**config.mk**
```make
export PLATFORM = sky130hd
export DESIGN_NAME = rv32i_seq_ctrl
export DESIGN_NICKNAME = d
export VERILOG_FILES = /design/src/rtl/rv32i_pkg.sv /design/src/rtl/rv32i_branch_eval.sv /design/src/rtl/rv32i_seq_ctrl.sv
export SDC_FILE = /design/constraint.sdc
export NUM_CORES = 1
export LEC_CHECK = 0
export ABC_AREA = 1
export BUFFER_PORTS_ARGS = -buffer_cell sky130_fd_sc_hd__buf_2
export CAP_MARGIN = 40
export CORE_UTILIZATION = 46
export DETAILED_ROUTE_END_ITERATION = 8
export HOLD_SLACK_MARGIN = 0.03
export PLACE_DENSITY = 0.77
export SETUP_SLACK_MARGIN = 0.02
export SLEW_MARGIN = 20
export SYNTH_ARGS = -nofsm -noshare
export SYNTH_HDL_FRONTEND = slang
export SYNTH_HIERARCHICAL = 1
export SYNTH_SLANG_ARGS = --single-unit
```
**constraint.sdc**
```tcl
create_clock -name i_clk -period 2.7 [get_ports i_clk]
set_clock_uncertainty 0.2 [all_clocks]
set_input_delay 0 -clock i_clk [delete_from_list [all_inputs] [get_ports i_clk]]
set_output_delay 0 -clock i_clk [all_outputs]
set_load 0.02 [all_outputs]
```
**src/rtl/rv32i_pkg.sv**
```systemverilog
// Shared types for the RV32I core sequencing controller: control bundle, FSM states, halt/trap causes.
// Latency: none (declarations only).
// Backpressure: none (declarations only).
package rv32i_pkg;

    localparam int XLEN = 32;
    localparam int ILEN = 32;

    localparam logic [6:0]  OPC_SYSTEM = 7'b1110011;
    // EBREAK is SYSTEM with imm=1 and zero rs1/funct3/rd, i.e. instr[31:7] == 25'h2000.
    localparam logic [24:0] EBREAK_HI  = 25'h0002000;

    localparam logic [2:0] F3_BEQ  = 3'b000;
    localparam logic [2:0] F3_BNE  = 3'b001;
    localparam logic [2:0] F3_BLT  = 3'b100;
    localparam logic [2:0] F3_BGE  = 3'b101;
    localparam logic [2:0] F3_BLTU = 3'b110;
    localparam logic [2:0] F3_BGEU = 3'b111;

    typedef struct packed {
        logic branch;
        logic jump;
        logic mem_read;
        logic mem_write;
    } ctrl_signals_t;

    typedef enum logic [3:0] {
        CPU_RESET,
        CPU_FETCH,
        CPU_DECODE,
        CPU_EXECUTE,
        CPU_MEM_WAIT,
        CPU_WRITEBACK,
        CPU_TRAP,
        CPU_HALTED,
        CPU_STEP
    } cpu_state_e;

    typedef enum logic [2:0] {
        HALT_NONE,
        HALT_REQUEST,
        HALT_BREAKPOINT,
        HALT_EBREAK,
        HALT_STEP,
        HALT_TRAP
    } halt_cause_e;

    typedef enum logic [2:0] {
        TRAP_NONE,
        TRAP_ILLEGAL,
        TRAP_FETCH_ERR,
        TRAP_LSU_ERR,
        TRAP_TIMEOUT
    } trap_cause_e;

    function automatic logic is_ebreak(input logic [ILEN-1:0] instr);
        return (instr[6:0] == OPC_SYSTEM) && (instr[31:7] == EBREAK_HI);
    endfunction

endpackage

```
**src/rtl/rv32i_branch_eval.sv**
```systemverilog
// Branch-taken decision from funct3 and ALU flags.
// Latency: purely combinational.
// Backpressure: none.
// Ports: i_funct3 (branch type), i_alu_zero (result == 0), i_alu_lt (SLT/SLTU outcome), o_taken.
module rv32i_branch_eval
    import rv32i_pkg::*;
(
    input  logic [2:0] i_funct3,
    input  logic       i_alu_zero,
    input  logic       i_alu_lt,
    output logic       o_taken
);

    always_comb begin
        o_taken = 1'b0;
        case (i_funct3)
            F3_BEQ:  o_taken = i_alu_zero;
            F3_BNE:  o_taken = !i_alu_zero;
            F3_BLT:  o_taken = i_alu_lt;
            F3_BGE:  o_taken = !i_alu_lt;
            F3_BLTU: o_taken = i_alu_lt;
            F3_BGEU: o_taken = !i_alu_lt;
            default: o_taken = 1'b0;
        endcase
    end

endmodule

```
**src/rtl/rv32i_seq_ctrl.sv**
```systemverilog
// Multi-cycle sequencer: fetch/decode/execute/mem/writeback with precise traps, debug halt/step, retire counter.
// Latency: ALU op 4 cycles FETCH->FETCH with zero-wait memory, load/store 5; outputs combinational from state+inputs.
// Backpressure: stalls in FETCH/MEM_WAIT until i_mem_valid; traps after MEM_TIMEOUT stalled cycles (0 = never).
// Ports: decoder/ALU inputs (i_instr, i_ctrl, i_illegal_instr, i_alu_*), memory handshake (i_mem_*, o_mem_*),
//        debug (i_dbg_*, i_bp_hit, o_halted, o_halt_cause), PC controls (o_pc_*), trap/retire status.
module rv32i_seq_ctrl
    import rv32i_pkg::*;
#(
    parameter int STEP_W       = 8,
    parameter int RET_W        = 32,
    parameter int MEM_TIMEOUT  = 256,
    parameter bit HALT_ON_TRAP = 1'b1
) (
    input  logic                i_clk,
    input  logic                i_rst,
    input  logic [ILEN-1:0]     i_instr,
    input  ctrl_signals_t       i_ctrl,
    input  logic                i_illegal_instr,
    input  logic                i_alu_zero,
    input  logic [XLEN-1:0]     i_alu_result,
    input  logic                i_mem_valid,
    input  logic                i_mem_err,
    input  logic                i_dbg_halt_req,
    input  logic                i_dbg_resume_req,
    input  logic                i_dbg_step_req,
    input  logic [STEP_W-1:0]   i_dbg_step_count,
    input  logic                i_bp_hit,
    output cpu_state_e          o_cpu_state,
    output logic                o_pc_we,
    output logic                o_pc_sel_branch,
    output logic                o_pc_sel_jump,
    output logic                o_pc_sel_trap,
    output logic                o_instr_valid,
    output logic                o_stall,
    output logic                o_halted,
    output halt_cause_e         o_halt_cause,
    output logic                o_trap_valid,
    output trap_cause_e         o_trap_cause,
    output logic                o_mem_req,
    output logic                o_mem_we,
    output logic                o_retire,
    output logic [RET_W-1:0]    o_instret
);

    localparam int              TO_W    = (MEM_TIMEOUT > 1) ? $clog2(MEM_TIMEOUT) : 1;
    localparam bit              TO_EN   = (MEM_TIMEOUT > 0);
    localparam logic [TO_W-1:0] TO_LAST = TO_W'((MEM_TIMEOUT > 0) ? MEM_TIMEOUT - 1 : 0);

    cpu_state_e         r_state;
    halt_cause_e        r_halt_cause;
    trap_cause_e        r_trap_cause;
    logic [RET_W-1:0]   r_instret;
    logic [STEP_W-1:0]  r_step_rem;
    logic [TO_W-1:0]    r_to_cnt;

    cpu_state_e         w_next;
    halt_cause_e        w_halt_cause;
    trap_cause_e        w_trap_cause;
    logic               w_br_taken;
    logic               w_to_hit;
    logic               w_step_last;
    logic               w_unused_alu;

    // Only the compare bit of the ALU result matters for branch resolution.
    assign w_unused_alu = ^i_alu_result[XLEN-1:1];

    rv32i_branch_eval u_branch_eval (
        .i_funct3   (i_instr[14:12]),
        .i_alu_zero (i_alu_zero),
        .i_alu_lt   (i_alu_result[0]),
        .o_taken    (w_br_taken)
    );

    assign w_to_hit    = TO_EN && (r_to_cnt == TO_LAST);
    assign w_step_last = (r_step_rem == STEP_W'(1));

    assign o_cpu_state  = r_state;
    assign o_halt_cause = r_halt_cause;
    assign o_trap_cause = r_trap_cause;
    assign o_instret    = r_instret;

    always_comb begin
        w_next          = r_state;
        w_halt_cause    = HALT_NONE;
        w_trap_cause    = TRAP_NONE;
        o_pc_we         = 1'b0;
        o_pc_sel_branch = 1'b0;
        o_pc_sel_jump   = 1'b0;
        o_pc_sel_trap   = 1'b0;
        o_instr_valid   = 1'b0;
        o_stall         = 1'b0;
        o_halted        = 1'b0;
        o_trap_valid    = 1'b0;
        o_mem_req       = 1'b0;
        o_mem_we        = 1'b0;
        o_retire        = 1'b0;

        case (r_state)
            CPU_RESET: w_next = CPU_FETCH;

            CPU_FETCH: begin
                // Halt and breakpoint are resolved before any fetch is issued.
                if (i_dbg_halt_req) begin
                    w_next       = CPU_HALTED;
                    w_halt_cause = HALT_REQUEST;
                end else if (i_bp_hit) begin
                    w_next       = CPU_HALTED;
                    w_halt_cause = HALT_BREAKPOINT;
                end else begin
                    o_mem_req = 1'b1;
                    if (i_mem_valid && i_mem_err) begin
                        w_next       = CPU_TRAP;
                        w_trap_cause = TRAP_FETCH_ERR;
                    end else if (i_mem_valid) begin
                        w_next = CPU_DECODE;
                    end else begin
                        o_stall = 1'b1;
                        if (w_to_hit) begin
                            w_next       = CPU_TRAP;
                            w_trap_cause = TRAP_TIMEOUT;
                        end
                    end
                end
            end

            CPU_DECODE: begin
                o_instr_valid = 1'b1;
                if (i_dbg_halt_req) begin
                    w_next       = CPU_HALTED;
                    w_halt_cause = HALT_REQUEST;
                end else if (i_illegal_instr) begin
                    w_next       = CPU_TRAP;
                    w_trap_cause = TRAP_ILLEGAL;
                end else if (is_ebreak(i_instr)) begin
                    w_next       = CPU_HALTED;
                    w_halt_cause = HALT_EBREAK;
                end else begin
                    w_next = CPU_EXECUTE;
                end
            end

            CPU_EXECUTE: begin
                o_instr_valid = 1'b1;
                if (i_dbg_halt_req) begin
                    w_next       = CPU_HALTED;
                    w_halt_cause = HALT_REQUEST;
                end else if (i_ctrl.mem_read || i_ctrl.mem_write) begin
                    w_next = CPU_MEM_WAIT;
                end else begin
                    w_next = CPU_WRITEBACK;
                end
            end

            CPU_MEM_WAIT: begin
                o_instr_valid = 1'b1;
                // A halt drops the outstanding access; the request strobe goes low this cycle.
                if (i_dbg_halt_req) begin
                    w_next       = CPU_HALTED;
                    w_halt_cause = HALT_REQUEST;
                end else begin
                    o_mem_req = 1'b1;
                    o_mem_we  = i_ctrl.mem_write;
                    if (i_mem_valid && i_mem_err) begin
                        w_next       = CPU_TRAP;
                        w_trap_cause = TRAP_LSU_ERR;
                    end else if (i_mem_valid) begin
                        w_next = CPU_WRITEBACK;
                    end else begin
                        o_stall = 1'b1;
                        if (w_to_hit) begin
                            w_next       = CPU_TRAP;
                            w_trap_cause = TRAP_TIMEOUT;
                        end
                    end
                end
            end

            CPU_WRITEBACK: begin
                o_instr_valid = 1'b1;
                if (i_dbg_halt_req) begin
                    w_next       = CPU_HALTED;
                    w_halt_cause = HALT_REQUEST;
                end else begin
                    o_pc_we         = 1'b1;
                    o_pc_sel_jump   = i_ctrl.jump;
                    o_pc_sel_branch = i_ctrl.branch && !i_ctrl.jump && w_br_taken;
                    o_retire        = 1'b1;
                    if (w_step_last) begin
                        w_next       = CPU_HALTED;
                        w_halt_cause = HALT_STEP;
                    end else begin
                        w_next = CPU_FETCH;
                    end
                end
            end

            CPU_TRAP: begin
                // Single-cycle redirect; a halt request is only acted on as we leave.
                o_pc_we       = 1'b1;
                o_pc_sel_trap = 1'b1;
                o_trap_valid  = 1'b1;
                if (i_dbg_halt_req) begin
                    w_next       = CPU_HALTED;
                    w_halt_cause = HALT_REQUEST;
                end else if (w_step_last || HALT_ON_TRAP) begin
                    w_next       = CPU_HALTED;
                    w_halt_cause = HALT_TRAP;
                end else begin
                    w_next = CPU_FETCH;
                end
            end

            CPU_HALTED: begin
                o_halted = 1'b1;
                if (i_dbg_resume_req) begin
                    w_next = CPU_FETCH;
                end else if (i_dbg_step_req) begin
                    w_next = CPU_STEP;
                end
            end

            CPU_STEP: w_next = CPU_FETCH;

            default: w_next = CPU_RESET;
        endcase
    end

    always_ff @(posedge i_clk) begin
        if (i_rst) begin
            r_state      <= CPU_RESET;
            r_halt_cause <= HALT_NONE;
            r_trap_cause <= TRAP_NONE;
            r_instret    <= '0;
            r_step_rem   <= '0;
            r_to_cnt     <= '0;
        end else begin
            r_state <= w_next;

            // Counts only while parked in a stalled FETCH/MEM_WAIT; any state change
            // (including entry to either wait state, or completion) restarts it.
            if (o_stall && (w_next == r_state)) begin
                r_to_cnt <= r_to_cnt + 1'b1;
            end else begin
                r_to_cnt <= '0;
            end

            if ((w_next == CPU_HALTED) && (r_state != CPU_HALTED)) begin
                r_halt_cause <= w_halt_cause;
            end else if ((r_state == CPU_HALTED) && (w_next != CPU_HALTED)) begin
                r_halt_cause <= HALT_NONE;
            end

            if (w_next == CPU_TRAP) begin
                r_trap_cause <= w_trap_cause;
            end

            if (w_next == CPU_HALTED) begin
                r_step_rem <= '0;
            end else if (r_state == CPU_HALTED) begin
                if (i_dbg_resume_req) begin
                    r_step_rem <= '0;
                end else if (i_dbg_step_req) begin
                    r_step_rem <= (i_dbg_step_count == '0) ? STEP_W'(1) : i_dbg_step_count;
                end
            end else if ((o_retire || o_trap_valid) && (r_step_rem != '0)) begin
                r_step_rem <= r_step_rem - 1'b1;
            end

            if (o_retire) begin
                r_instret <= r_instret + 1'b1;
            end
        end
    end

endmodule

```
==> results of run 1 <==
[timing repair]
item / in CTS / in global routing
gates resized for setup: 3 / 28
endpoints found under the setup margin: 2 / 6
hold buffers: 19 / 0
buffers inserted: 0 / 7
pin swaps: 1 / 9
endpoints found under the hold margin: 46 / 0
[area by class of cell]
class	instances	area [sq um]	area share, %
clock buffer	10	137.6	2.574
clock inverter	6	90.09	1.685
inverter	96	365.4	6.832
multi-input combinational	476	2580	48.25
sequential	58	1179	22.04
tap	108	135.1	2.527
timing repair buffer	144	860.8	16.10
[worst max-delay path: stages, from the launching register on]
cell and delay, ns:
dfxtp_2 0.34, ha_4 0.15, nand2_1 0.07, nor2_2 0.05, nand2_2 0.10, nand2_1 0.06, nand2_1 0.08, nand2_1 0.07
a21oi_2 0.21, nand3_4 0.09, nand2_2 0.09, inv_2 0.05, ha_4 0.21, nor2_1 0.08, nand3_1 0.10, a21oi_2 0.14
inv_1 0.08, nor2_2 0.12, nand2_1 0.08, a21oi_2 0.10
[cells in the final DEF (no fill, tap or decap), types with 3 or more instances in the layout]
cell type      count
dfxtp_4            3
xnor2_1            9
o21ai_1            5
nor4_1             3
a31oi_1            3
nand3_1           25
nand2_1          176
nand4_1           10
buf_4             18
o22ai_1            3
dfxtp_2            5
o21ai_0           19
clkbuf_8          10
a21oi_2           12
nor3_2             3
nand2_4            5
nand2_2           13
dlygate4sd3_1     19
nor2_2            17
nor3b_1            3
dfxtp_1           50
a21oi_1           37
xor2_1            11
inv_1             87
nor3_1            20
inv_2              7
nor2_1            70
nor2_8             3
ha_1               4
nor2_4             6
buf_2            107
[power breakdown]
| part | switching (uW) | leakage, uW | internal (uW) |
|---|---|---|---|
| combinational | 870 | 0.00196 | 568 |
| clock | 383 | 0.000112 | 546 |
| sequential | 77.7 | 0.000472 | 925 |
| total | 1330 | 0.00254 | 2040 |
[layer usage]
layer	track usage, %	vias to the layer above	routed length, microns
met5	0	-	0
met2	45.74	164	5739
li1	-	2313	-
met4	10.32	0	241
met3	5.924	27	717
met1	29.08	2097	4777
[worst paths after layout]
check	startpoint	to	slack, ns	cells past startpoint
setup / recovery	r_to_cnt[1]$_SDFF_PP0_	o_halt_cause[2]$_SDFFE_PP0P_	0.15	19
hold / removal	i_mem_err	o_cpu_state[2]$_SDFF_PP0_	0.07	7
setup reg to reg	r_to_cnt[1]$_SDFF_PP0_	o_halt_cause[2]$_SDFFE_PP0P_	0.15	19
hold reg to reg	o_halt_cause[0]$_SDFFE_PP0P_	o_halt_cause[0]$_SDFFE_PP0P_	0.26	2
[per-stage QoR]
step / area, sq um / hold WS [ns]
finish: 5348 / 0.06757
global route: 5348 / 0.1226
CTS: 5207 / 0.04408
detailed placement: 4781 / 0.1107
global placement: 4781 / 0.1023
floorplan: 4083 / -0.1414
[state kept, by name, indices dropped and copies added (netlist names)]
name,count
r_step_rem,8
o_cpu_state,4
r_to_cnt,8
o_trap_cause,3
o_halt_cause,3
o_instret,32
[cell families (layout without fill, tap and decap cells)]
logic type      Yosys count  in the layout  share of synthesized area, %
simple gates            366            366                         43.43
fa+ha+maj                 6              6                         1.839
xor+xnor                 21             21                         4.689
buf+inv                 107            256                         10.24
compound gates           83             83                         11.37
flops                    58             58                         28.44
==> results.txt, run 1 <==
Avg Vias per Cell: 5.124
Netlist cell types: 44
Crit Path Class: flip-flop to flip-flop
worst vdd ir: 0.2940 mV
synth warn: 6
clk_lat worst skew: 0.34 ns
vias in the first global route: 4321
Synth Instances: 641
Worst EP arrival: 2.62 ns
Root Buffer: clkbuf_8
Post-synth top cells: 177 x nand2_1, 89 x inv_1, 74 x nor2_1, 58 x dfxtp_1, 41 x a21oi_1
Hold Path Class: input port to flip-flop
largest net degree at the start of global routing: 28
HPWL after DPL: 8.346 mm
number of iterations in the first detailed-routing pass: 5
core area: 8636 sq um
H-tree levels: 3
drc violations: 0
Post-synth ARST share: 0%
Syn Nets: 733
nets: 877
final period utilization: 94.32%
Primary FF master, synth: dfxtp_1
Power Density: 630.2 nW/um^2
Synth top area share: 28.44%
dpl ws: -0.04990 ns
DR iter-0 viols: 204
die height: 96.21 microns
final setup fails: 0
Area contributors post-synth: dfxtp_1 28%, nand2_1 16%, inv_1 8.2%, nor2_1 6.8%, a21oi_1 5.0%
final WL: 11.48 mm
GRT Total Usage: 25.58%
fin cells: 898
# clock sinks: 58
Peak Freq: 0.3927 GHz
number of flops mapped to enable cells by yosys: 0
Syn Area/Cell: 6.369 sq um
die width: 96.21 microns
Core Rows: 34
Setup crit end kind: flip-flop
Netlist Area Pre-Place: 4083 sq um
startpoint types: flip-flop
status: finished, final reports clean
global route overflow: 0
Post-DRT Antenna Nets: 0
Pwr Total: 3370 uW
Slew Limit Fails: 0
max_cap viols: 0
Synth area leader: dfxtp_1
Ports: 139
CTS tree: done
first-pass GRT wire length: 18.53 mm
fin crit period: 2.547 ns
die area: 9256 sq um
Initial Util: 47.28%
leakage: 0.002543 uW
worst slew pin tran: 0.6415 ns
layout cells sized above 1: 28.86%
# diodes: 0
Layout area overhead: 30.98%
clk slew on worst S/H paths: 0.07 ns
largest fanout on the critical path: 4
synthesized flop and latch total: 58
Cells after DPL: 856
fill count: 773
IO Port Bufs: 107
setup ws final: 0.1534 ns
WL/cell: 12.78 microns
Vias: 4601
initial antenna violation count: 0
endpoints failing hold: 0
count leader, synth: nand2_1
gpl congestion: 0.9643
required time worst endpoint: 2.78 ns
slew margin rel.: 57.19%
sequential-to-total area share from yosys stat: 28.44%
Final Util: 61.92%
TNS Setup: 0 ns
clock tree buffer depth: 2
cts bufs inserted: 9
Power figures use the tool's default switching activity.
==> inputs of run 2 (changes only) <==
--- a/config.mk
+++ b/config.mk
@@ -8,7 +8,7 @@
 export ABC_AREA = 1
 export BUFFER_PORTS_ARGS = -buffer_cell sky130_fd_sc_hd__buf_2
 export CAP_MARGIN = 40
-export CORE_UTILIZATION = 46
+export CORE_UTILIZATION = 45
 export DETAILED_ROUTE_END_ITERATION = 8
 export HOLD_SLACK_MARGIN = 0.03
 export PLACE_DENSITY = 0.77
@@ -16,5 +16,4 @@
 export SLEW_MARGIN = 20
 export SYNTH_ARGS = -nofsm -noshare
 export SYNTH_HDL_FRONTEND = slang
-export SYNTH_HIERARCHICAL = 1
 export SYNTH_SLANG_ARGS = --single-unit
==> run 2 against run 1 <==
Cell count is 3.7% lower. Utilization fell by 1.2 points. Critical path depth fell by 5. Highest routed layer unchanged. Sequential power is essentially flat.
==> results.txt, run 2 <==
GRT Total Usage: 24.75% (was 25.58%)
Syn Nets: 711 (was 733)
Vias: 4462 (was 4601)
critical path, cell by cell: ha_2 -> nand2_1 -> nor2_4 -> nand2_2 -> nand2_1 -> nand2_1 -> nand2_1 -> nand3_1 -> nand2_1 -> inv_1 -> nand2_1 -> nand2_4 -> a21oi_1 -> dlygate4sd3_1 (was ha_4 -> nand2_1 -> nor2_2 -> nand2_2 -> nand2_1 -> nand2_1 -> nand2_1 -> a21oi_2 -> nand3_4 -> nand2_2 -> inv_2 -> ha_4 -> nor2_1 -> nand3_1 -> a21oi_2 -> inv_1 -> nor2_2 -> nand2_1 -> a21oi_2)
Area contributors post-synth: dfxtp_1 30%, nand2_1 17%, nor2_1 11%, inv_1 6.8%, a21oi_1 5.7% (was dfxtp_1 28%, nand2_1 16%, inv_1 8.2%, nor2_1 6.8%, a21oi_1 5.0%)
clock tree buffer depth: 2 (unchanged)
Synth area leader: dfxtp_1 (unchanged)
# clock sinks: 58 (unchanged)
critical-path cell with the highest stage delay: dlygate4sd3_1 (was dfxtp_2)
CTS tree: done (unchanged)
H-tree levels: 3 (unchanged)
global route overflow: 0 (unchanged)
Netlist cell types: 39 (was 44)
Ports: 139 (unchanged)
Post-DRT Antenna Nets: 0 (unchanged)
Hold Path Class: input port to flip-flop (unchanged)
Slew Limit Fails: 0 (unchanged)
Peak Freq: 0.4003 GHz (was 0.3927 GHz)
HPWL after DPL: 7.844 mm (was 8.346 mm)
layout cells sized above 1: 21.45% (was 28.86%)
Pwr Total: 3138 uW (was 3370 uW)
worst vdd ir: 0.2587 mV (was 0.2940 mV)
Worst EP arrival: 2.59 ns (was 2.62 ns)
Root Buffer: clkbuf_8 (unchanged)
gpl congestion: 0.9340 (was 0.9643)
die width: 94 microns (was 96.21 microns)
initial antenna violation count: 0 (unchanged)
vias in the first global route: 4096 (was 4321)
count leader, synth: nand2_1 (unchanged)
drc violations: 0 (unchanged)
Post-synth top cells: 172 x nand2_1, 109 x nor2_1, 69 x inv_1, 58 x dfxtp_1, 43 x a21oi_1 (was 177 x nand2_1, 89 x inv_1, 74 x nor2_1, 58 x dfxtp_1, 41 x a21oi_1)
TNS Setup: 0 ns (unchanged)
die area: 8836 sq um (was 9256 sq um)
synth warn: 0 (was 6)
fill count: 812 (was 773)
core area: 8217 sq um (was 8636 sq um)
cts bufs inserted: 9 (unchanged)
startpoint types: flip-flop (unchanged)
max_cap viols: 0 (unchanged)
worst slew pin tran: 0.8062 ns (was 0.6415 ns)
hold_sp: i_dbg_resume_req (was i_mem_err)
largest fanout on the critical path: 8 (was 4)
commonest cells after routing, fill and taps aside: 170 x nand2_1, 108 x nor2_1, 107 x buf_2 (was 176 x nand2_1, 107 x buf_2, 87 x inv_1)
Crit Path Class: flip-flop to flip-flop (unchanged)
fin crit period: 2.498 ns (was 2.547 ns)
sequential-to-total area share from yosys stat: 30.49% (was 28.44%)
Layout area overhead: 31.11% (was 30.98%)
RSZ-0062 raised after global routing: no
Post-synth ARST share: 0% (unchanged)
Avg Vias per Cell: 5.158 (was 5.124)
Syn Area/Cell: 6.153 sq um (was 6.369 sq um)
Crit path top cell by count: nand2_1 (unchanged)
IO Port Bufs: 107 (unchanged)
nets: 847 (was 877)
number of flops mapped to enable cells by yosys: 0 (unchanged)
first-pass GRT wire length: 17.47 mm (was 18.53 mm)
Power Density: 628.4 nW/um^2 (was 630.2 nW/um^2)
WL/cell: 12.32 microns (was 12.78 microns)
commonest non-fill, non-tap cell in the layout: nand2_1 (unchanged)
largest net degree at the start of global routing: 25 (was 28)
Synth Instances: 619 (was 641)
clk slew on worst S/H paths: 0.07 ns (about the same)
required time worst endpoint: 2.79 ns (was 2.78 ns)
leakage: 0.002326 uW (was 0.002543 uW)
synthesized flop and latch total: 58 (unchanged)
max reg flops: 32 (unchanged)
clk_lat worst skew: 0.35 ns (was 0.34 ns)
slew margin rel.: 46.19% (was 57.19%)
final period utilization: 92.52% (was 94.32%)
# diodes: 0 (unchanged)
DR iter-0 viols: 177 (was 204)
CP startpoint: r_to_cnt[0]$_SDFF_PP0_ (was r_to_cnt[1]$_SDFF_PP0_)
Core Rows: 33 (was 34)
Primary FF master, synth: dfxtp_1 (unchanged)
status: finished, final reports clean (unchanged)
FF-to-FF Start: r_to_cnt[0]$_SDFF_PP0_ (was r_to_cnt[1]$_SDFF_PP0_)
final setup fails: 0 (unchanged)
number of iterations in the first detailed-routing pass: 5 (unchanged)
final WL: 10.65 mm (was 11.48 mm)
Initial Util: 46.35% (was 47.28%)
Netlist Area Pre-Place: 3809 sq um (was 4083 sq um)
die height: 94 microns (was 96.21 microns)
Setup crit end kind: flip-flop (unchanged)
endpoints failing hold: 0 (unchanged)
Synth top area share: 30.49% (was 28.44%)
Critical Path Max Stage Delay: 0.57 ns (was 0.34 ns)
-- run 2: cell types whose count changed after synthesis, moves of 3 or more --
cell	before	now
a21oi_2	8	0
buf_2	5	1
inv_1	89	69
nand2_1	177	172
nand2_2	12	4
nand2_4	6	1
nor2_1	74	109
nor2_2	15	5
nor3_1	20	17
nor3_2	3	0
o22ai_1	3	6
xnor2_1	9	12
-- run 2: metrics by stage --
stage | hold WS [ns] | instance area, sq um | util [%] | instances | setup slack [ns]
after floorplan | -0.1450 | 3809 | - | 619 | 0.3005
after global placement | 0.1076 | 4456 | 54.23 | 825 | 0.2081
after detailed placement | 0.1136 | 4456 | 54.23 | 825 | 0.1644
after CTS | 0.06907 | 4949 | 60.23 | 865 | 0.08803
after global routing | 0.1315 | 4994 | 60.77 | 865 | 0.02199
final | 0.09063 | 4994 | 60.77 | 865 | 0.2020
-- run 2: logic make-up after synthesis --
logic type / share of synthesized area, %
AO/OA/AOI/OAI: 10.81
XOR/XNOR: 5.289
adder cells (fa/ha/maj): 1.971
buffers and inverters: 8.705
flip-flops: 30.49
AND/OR/NAND/NOR: 42.74
-- run 2: final timing paths --
| path | to | slack [ns] | depth (start not counted) |
|---|---|---|---|
| worst max-delay path | r_step_rem[6]$_SDFFE_PP0P_ | 0.20 | 14 |
| worst min-delay path | o_cpu_state[0]$_SDFF_PP0_ | 0.09 | 9 |
| worst max register to register | r_step_rem[6]$_SDFFE_PP0P_ | 0.20 | 14 |
| worst min register to register | r_to_cnt[0]$_SDFF_PP0_ | 0.26 | 1 |
-- run 2: worst max-delay path: cells and delay by family (launching register included) --
kind / cells / cell delay, ns
flops: 1 / 0.35
compound gates: 1 / 0.16
simple gates: 10 / 0.93
buf+inv: 2 / 0.61
fa+ha+maj: 1 / 0.20
-- run 2: timing repair --
item,in CTS,in global routing
hold buffers,24,0
endpoints found under the setup margin,0,7
resized for setup,0,14
hold endpoints to repair,42,0
buffers inserted,0,0
-- run 2: final cells by class --
type                            count  area, sq um  share of cell area [%]
Sequential cell                    58         1164                   23.30
Tap cell                          105        131.4                   2.631
Timing Repair Buffer              134        798.3                   15.99
Clock inverter                      4        97.59                   1.954
Multi-Input combinational cell    475         2356                   47.18
Inverter                           77        291.5                   5.838
Clock buffer                       12        155.1                   3.107
-- run 2: power by group --
group / internal [uW] / total, uW / leakage (uW) / switching [uW]
clock: 664 / 1030 / 0.000123 / 362
sequential: 917 / 983 / 0.000469 / 66.3
combinational: 417 / 1130 / 0.00173 / 711
-- run 2: metal layers --
metal	track usage (%)	wire [microns]	vias up	part of all wire, %
met2	44.04	5217	166	49
met3	4.773	646	22	6.1
met1	29.20	4594	2016	43
met5	0	0	-	0
li1	-	-	2258	-
met4	9.231	196	0	1.8
